**src/rtl/rollback_arbiter.sv**
```systemverilog
// Writeback-end rollback arbiter: merges ix and dd rollback requests and
// keeps one deferred request in a hold slot. It broadcasts a single
// registered rollback to the upstream stages.
module rollback_arbiter #(
   parameter int NUM_THREADS   = 4,
   parameter int NUM_SUBCYCLES = 16,
   localparam int TW = $clog2(NUM_THREADS),
   localparam int SW = $clog2(NUM_SUBCYCLES)
) (
   input  logic          clk,
   input  logic          reset_n,
   input  logic          ix_instruction_valid,
   input  logic          ix_rollback_en,
   input  logic [31:0]   ix_rollback_pc,
   input  logic [TW-1:0] ix_thread_idx,
   input  logic [SW-1:0] ix_subcycle,
   input  logic          ix_privileged_op_fault,
   input  logic          dd_rollback_en,
   input  logic [31:0]   dd_rollback_pc,
   input  logic [TW-1:0] dd_thread_idx,
   input  logic [SW-1:0] dd_subcycle,
   input  logic [31:0]   cr_trap_handler,
   output logic          wb_rollback_en,
   output logic [TW-1:0] wb_rollback_thread_idx,
   output logic [31:0]   wb_rollback_pc,
   output logic [SW-1:0] wb_rollback_subcycle,
   output logic          wb_trap,
   output logic [31:0]   wb_trap_pc,
   output logic          wb_perf_rollback,
   output logic          wb_perf_dropped
);

   typedef struct packed {
      logic          vld;
      logic [TW-1:0] thread;
      logic [31:0]   pc;
      logic [SW-1:0] subcycle;
      logic          trap;
      logic [31:0]   trap_pc;
   } req_t;

   typedef enum logic {EMPTY, HELD} hold_state_t;

   hold_state_t state, state_nxt;
   req_t        hold, hold_nxt;
   req_t        ix_c, dd_c, hold_c, win;
   logic        ix_raw, dd_raw, ix_squash, dd_squash, drop;

   // Build candidates, drop squashed requests, pick the winner and the next
   // hold-slot occupant. A fault is redirected to the trap vector here so the
   // trap handler address is the one sampled at acceptance.
   always_comb begin
      ix_raw    = ix_instruction_valid && (ix_rollback_en || ix_privileged_op_fault);
      dd_raw    = dd_rollback_en;
      ix_squash = wb_rollback_en && (wb_rollback_thread_idx == ix_thread_idx);
      dd_squash = wb_rollback_en && (wb_rollback_thread_idx == dd_thread_idx);

      ix_c          = '0;
      ix_c.vld      = ix_raw && !ix_squash;
      ix_c.thread   = ix_thread_idx;
      ix_c.pc       = ix_privileged_op_fault ? cr_trap_handler : ix_rollback_pc;
      ix_c.subcycle = '0;
      ix_c.trap     = ix_privileged_op_fault;
      ix_c.trap_pc  = ix_privileged_op_fault ? ix_rollback_pc : 32'h0;

      dd_c          = '0;
      dd_c.vld      = dd_raw && !dd_squash;
      dd_c.thread   = dd_thread_idx;
      dd_c.pc       = dd_rollback_pc;
      dd_c.subcycle = dd_subcycle;

      hold_c     = hold;
      hold_c.vld = (state == HELD);

      drop      = (ix_raw && ix_squash) || (dd_raw && dd_squash);
      win       = '0;
      hold_nxt  = '0;

      if (hold_c.vld) begin
         // Held request always goes first; dd may refill the slot, ix cannot.
         win = hold_c;
         if (dd_c.vld) begin
            if (dd_c.thread == hold_c.thread) drop = 1'b1;
            else                              hold_nxt = dd_c;
         end
         if (ix_c.vld) drop = 1'b1;
      end else if (dd_c.vld) begin
         win = dd_c;
         if (ix_c.vld) begin
            if (ix_c.thread == dd_c.thread) drop = 1'b1;
            else                            hold_nxt = ix_c;
         end
      end else if (ix_c.vld) begin
         win = ix_c;
      end

      state_nxt = hold_nxt.vld ? HELD : EMPTY;
   end

   // Hold slot state and contents.
   always_ff @(posedge clk or negedge reset_n) begin
      if (!reset_n) begin
         state <= EMPTY;
         hold  <= '0;
      end else begin
         state <= state_nxt;
         hold  <= hold_nxt;
      end
   end

   // Registered rollback broadcast and perf pulses.
   always_ff @(posedge clk or negedge reset_n) begin
      if (!reset_n) begin
         wb_rollback_en         <= 1'b0;
         wb_rollback_thread_idx <= '0;
         wb_rollback_pc         <= '0;
         wb_rollback_subcycle   <= '0;
         wb_trap                <= 1'b0;
         wb_trap_pc             <= '0;
         wb_perf_rollback       <= 1'b0;
         wb_perf_dropped        <= 1'b0;
      end else begin
         wb_rollback_en         <= win.vld;
         wb_rollback_thread_idx <= win.thread;
         wb_rollback_pc         <= win.pc;
         wb_rollback_subcycle   <= win.subcycle;
         wb_trap                <= win.trap;
         wb_trap_pc             <= win.trap_pc;
         wb_perf_rollback       <= wb_rollback_en;
         wb_perf_dropped        <= drop;
      end
   end

endmodule

```
**config.mk**
```make
export PLATFORM = sky130hd
export DESIGN_NAME = rollback_arbiter
export DESIGN_NICKNAME = d
export VERILOG_FILES = /design/src/rtl/rollback_arbiter.sv
export SDC_FILE = /design/constraint.sdc
export NUM_CORES = 1
export LEC_CHECK = 0
export ABC_AREA = 1
export BUFFER_PORTS_ARGS = -buffer_cell sky130_fd_sc_hd__buf_2
export CAP_MARGIN = 20
export CORE_UTILIZATION = 45
export DETAILED_ROUTE_END_ITERATION = 12
export PLACE_DENSITY = 0.79
export SYNTH_ARGS = -nofsm -noshare
export SYNTH_HDL_FRONTEND = slang
export SYNTH_SLANG_ARGS = --single-unit
```
**constraint.sdc**
```tcl
create_clock -name clk -period 2.9 [get_ports clk]
set_input_delay 0.145 -clock clk [delete_from_list [all_inputs] [get_ports clk]]
set_output_delay 0.145 -clock clk [all_outputs]
set_load 0.02 [all_outputs]
```
# --- Word level (Yosys, flattened, before mapping) ---
# Cells that the tools add are included.
op_classes:
  eq_ne: 4
  muxes: 19
  reduce_logical: 11
op_table:
  columns: ["op", "n"]
  rows:
  - ["72-bit two-way mux", 9]
  - ["32-bit two-way mux", 2]
  - ["2-bit == test", 4]
  - ["1-bit two-way mux", 8]
  - ["1-bit logical AND", 7]
  - ["1-bit logical NOT", 2]
  - ["1-bit logical OR", 2]
totals:
  regBits: 146
  input_bits: 114
  output_inout_bits: 74
  word_cells: 48

# --- Depth between registers and ports, before layout ---
logic_depth:
  depth_word: 8
  mapped_depth: 10
  mapped_depth_nobuf: 9

# --- Least setup slack after synthesis ---
# Ideal clock, no wire load.
synth_timing:
  kind: "register -> register"
  startpoint: "register wb_rollback_en"
  endpoint: "register hold[10] (netlist bit)"
  setup_ns: 0.132
  arrival_time_ns: 1.393
  required_time_ns: 2.768
  slack_ns: 1.375
  stages_incl_launch_ff: 9
  n_path_buf: 1
  period_less_slack_ns: 1.525
  cell_sequence: "dfrtp_1 inv_1 a21oi_1 nand3_2 nand2_1 inv_1 buf_2 nand3_1 nor2_1"
synth_lines:
  columns: ["item", "line_no", "rtl"]
  rows:
  - ["from (decl)", "23", "output logic wb_rollback_en,"]
  - ["from (signal assigned)", "123", "wb_rollback_en <= win.vld;"]
  - ["to (signal assigned)", "107", "hold <= hold_nxt;"]
  - ["to (decl)", "45", "req_t hold, hold_nxt;"]

==> flow_summary_export.csv <==
group,metric,value,unit
sta,rsz0062_at_grt,"false",
detailed_routing,drc_errors,0,
sta,setup_viol_count_final,0,
cells_and_area,fin_util,60.6,%
detailed_routing,wl_met2,11.1,mm
cells_and_area,instances_no_fill,1464,
logic_synthesis,ys_seq_elements,146,
cells_and_area,nNetsFinal,1349,
placed_design,place_inst,1363,
sta,slew_violations,0,
pwr,peakVddDrop,0.000435,V
clocking,htreeDepth,4,
global_routing,track_usage,28.1,%
floorplan,start_util,46.0,%
detailed_routing,wl_met3,1.68,mm
sta,fin_setup_tns,0,ps
setup_path,cpMaxStageDelayCell,"nor2_4",
logic_synthesis,synth-seq-area-share,50.2,%
job,maxCapViolations,0,
logic_synthesis,synth_xor_area_share,0.482,%
setup_path,required,3260,ps
placed_design,placed_area,8300,um2
pwr,pwr_density_cell,613,nW/um2
placed_design,routabilityCongestion,0.843,
sta,min_period,2280,ps
setup_path,path_cells,"inv_1 -> nand2_1 -> nand2_1 -> nand3_2 -> nand2_1 -> nor2_4 -> buf_4 -> nand3_1 -> nand2_1",
clocking,clock-sinks,146,
logic_synthesis,synth_warnings,0,
global_routing,gr-total-overflow,0,
logic_synthesis,synth_fa_ha_area_share,0,%
floorplan,die_area,16700,um2
placed_design,hpwl,13.4,mm
sta,finalClockSkew,12.6,ps
clocking,tritoncts,"built",
logic_synthesis,synth_area_per_cell,7.17,um2
clocking,ctsLongestPathBuffers,2,
cells_and_area,final_common_cell,"nand2_1",
setup_path,worstPathMaxFanout,20,
pwr,power,5.87,mW
detailed_routing,first_pass_iters,5,
logic_synthesis,synth_compound_area_share,0.705,%
global_routing,antenna_found_initial,0,
cells_and_area,diodes,0,
logic_synthesis,synthSimpleGateAreaFrac,39.9,%
detailed_routing,highest_layer,"met4",
detailed_routing,num_vias,7351,
detailed_routing,drtIter0Drc,671,
floorplan,ios,188,
sta,final.period_utilization,78.7,%
cells_and_area,register_area,3660,um2
clocking,clk_pin_slew_worst_paths,60,ps
detailed_routing,drt.antenna.violating_nets,0,
sta,hold_ws,16.1,ps
cells_and_area,drive_gt1_share,19.7,%
logic_synthesis,synth_top_family_by_area,"simple AND/OR/NAND/NOR gates",
cells_and_area,syn_to_final_growth,31.8,%
global_routing,grt_pass1_wl,35.4,mm
worst_hold_path,hold_class,"primary input to flop",
logic_synthesis,synthMuxAreaShare,0,%
floorplan,die_w,129,um
floorplan,core,15800,um2
clocking,cts_root_buffer,"clkbuf_16",
clocking,cts_buffers,17,
logic_synthesis,synth_nets,1129,
setup_path,start_kind,"flop",
cells_and_area,fin_area,9590,um2
cells_and_area,fillers,1373,
cells_and_area,multi_input_area,3000,um2
cells_and_area,final_cell_mix,"453 x nand2_1, 182 x buf_2, 171 x nand3_1",
sta,setup_slack,618,ps
setup_path,worstSetupPathType,"flop to flop",
detailed_routing,drt_wl_total,22.6,mm
global_routing,grt_max_degree,80,
global_routing,grt_pass1_vias,7086,
clocking,cts_setup_buffers,0,
clocking,clock_latency,440,ps
sta,finalHoldViolations,0,
detailed_routing,routedWlPerCell,15.4,um
sta,timing.fmax,0.438,GHz
logic_synthesis,synth_area,7270,um2
detailed_routing,met1_length,9.21,mm
setup_path,slowest_delay,480,ps
setup_path,cp_common_cell,"nand2_1",
floorplan,rows,46,
setup_path,crit_path_end_kind,"flop",
logic_synthesis,yosysUniqueCellTypes,23,
pwr,p_leak,5.70,nW
logic_synthesis,synthCells,1015,
placed_design,port_buffers,183,
run_status,status,"finished, final reports clean",
setup_path,crit_arrival,2650,ps
sta,max-slew-margin-rel,48.0,%
placed_design,place_ws,538,ps
detailed_routing,viasPerCell,5.02,
sta,worst_slew_pin_slew,780,ps
floorplan,die_y,129,um
-- kinds of logic after synthesis --
group                     count (synthesis)
DFF                                     146
xor gates and xnor gates                  4
buffers and inverters                   152
and+or+nand+nor                         704
AOI/OAI and AO/OA                         9
-- what timing repair did --
action,4_1_cts,5_1_grt
endpoints found under the setup margin,0,0
endpoints found under the hold margin,149,0
hold buffers,68,0
resized for setup,0,0
-- worst max-delay path, delay by kind of cell, from the launching register on --
family        cells  cell delay, ps
buf+inv           2             420
flops             1             410
simple gates      7            1380
-- path summary, 6_finish.rpt --
path / slack, ps / end / cells after the start / start
worst min register to register: 410 / wb_perf_rollback / 0 / wb_rollback_en
min in group asynchronous: 320 / wb_trap_pc[2] / 2 / reset_n
max in group asynchronous: 1710 / hold[67] / 3 / reset_n
worst max-delay path: 620 / hold[50] / 9 / wb_rollback_thread_idx[1]
worst min-delay path: 20 / hold[70] / 3 / ix_thread_idx[1]
worst max register to register: 620 / hold[50] / 9 / wb_rollback_thread_idx[1]
-- per-layer routing --
metal | track usage [%] | up-vias
met4 | 12.7 | 0
li1 | - | 3541
met1 | 34.7 | 3404
met3 | 6.03 | 44
met5 | 0 | -
met2 | 47.3 | 362
-- synth_stat cells (all sizes together) --
| cell type | count | area (um2) |
|---|---|---|
| nand2 | 455 | 1720 |
| dfrtp | 146 | 3650 |
| o21ai | 5 | 25.0 |
| a21oi | 3 | 18.8 |
| xnor2 | 2 | 17.5 |
| clkinv | 2 | 7.51 |
| nand3 | 173 | 876 |
| buf | 33 | 184 |
| inv | 82 | 308 |
| nor2 | 76 | 310 |
| xor2 | 2 | 17.5 |
| clkbuf | 35 | 131 |
| o21a | 1 | 7.51 |
-- power breakdown --
group	total, mW	internal [mW]	leakage [nW]	switching [mW]
sequential	2.29	2.22	1.96	0.0730
clock	2.16	1.29	0.275	0.879
combinational	1.42	0.444	3.47	0.973
-- final cells by class --
class,instances,area share (%)
clock buffers,19,4.62
flip-flops and latches,146,38.1
multi-input cells,717,31.2
inverters,84,3.29
clock inverters,13,1.42
repair buffers,269,18.5
well taps,216,2.82
-- sequential cells by signal, summed over array words and instances (netlist names), 2 cells and up --
register and flops:
hold 71, wb_rollback_pc 32, wb_rollback_subcycle 4, wb_rollback_thread_idx 2, wb_trap_pc 32
Power figures use the tool's default switching activity.
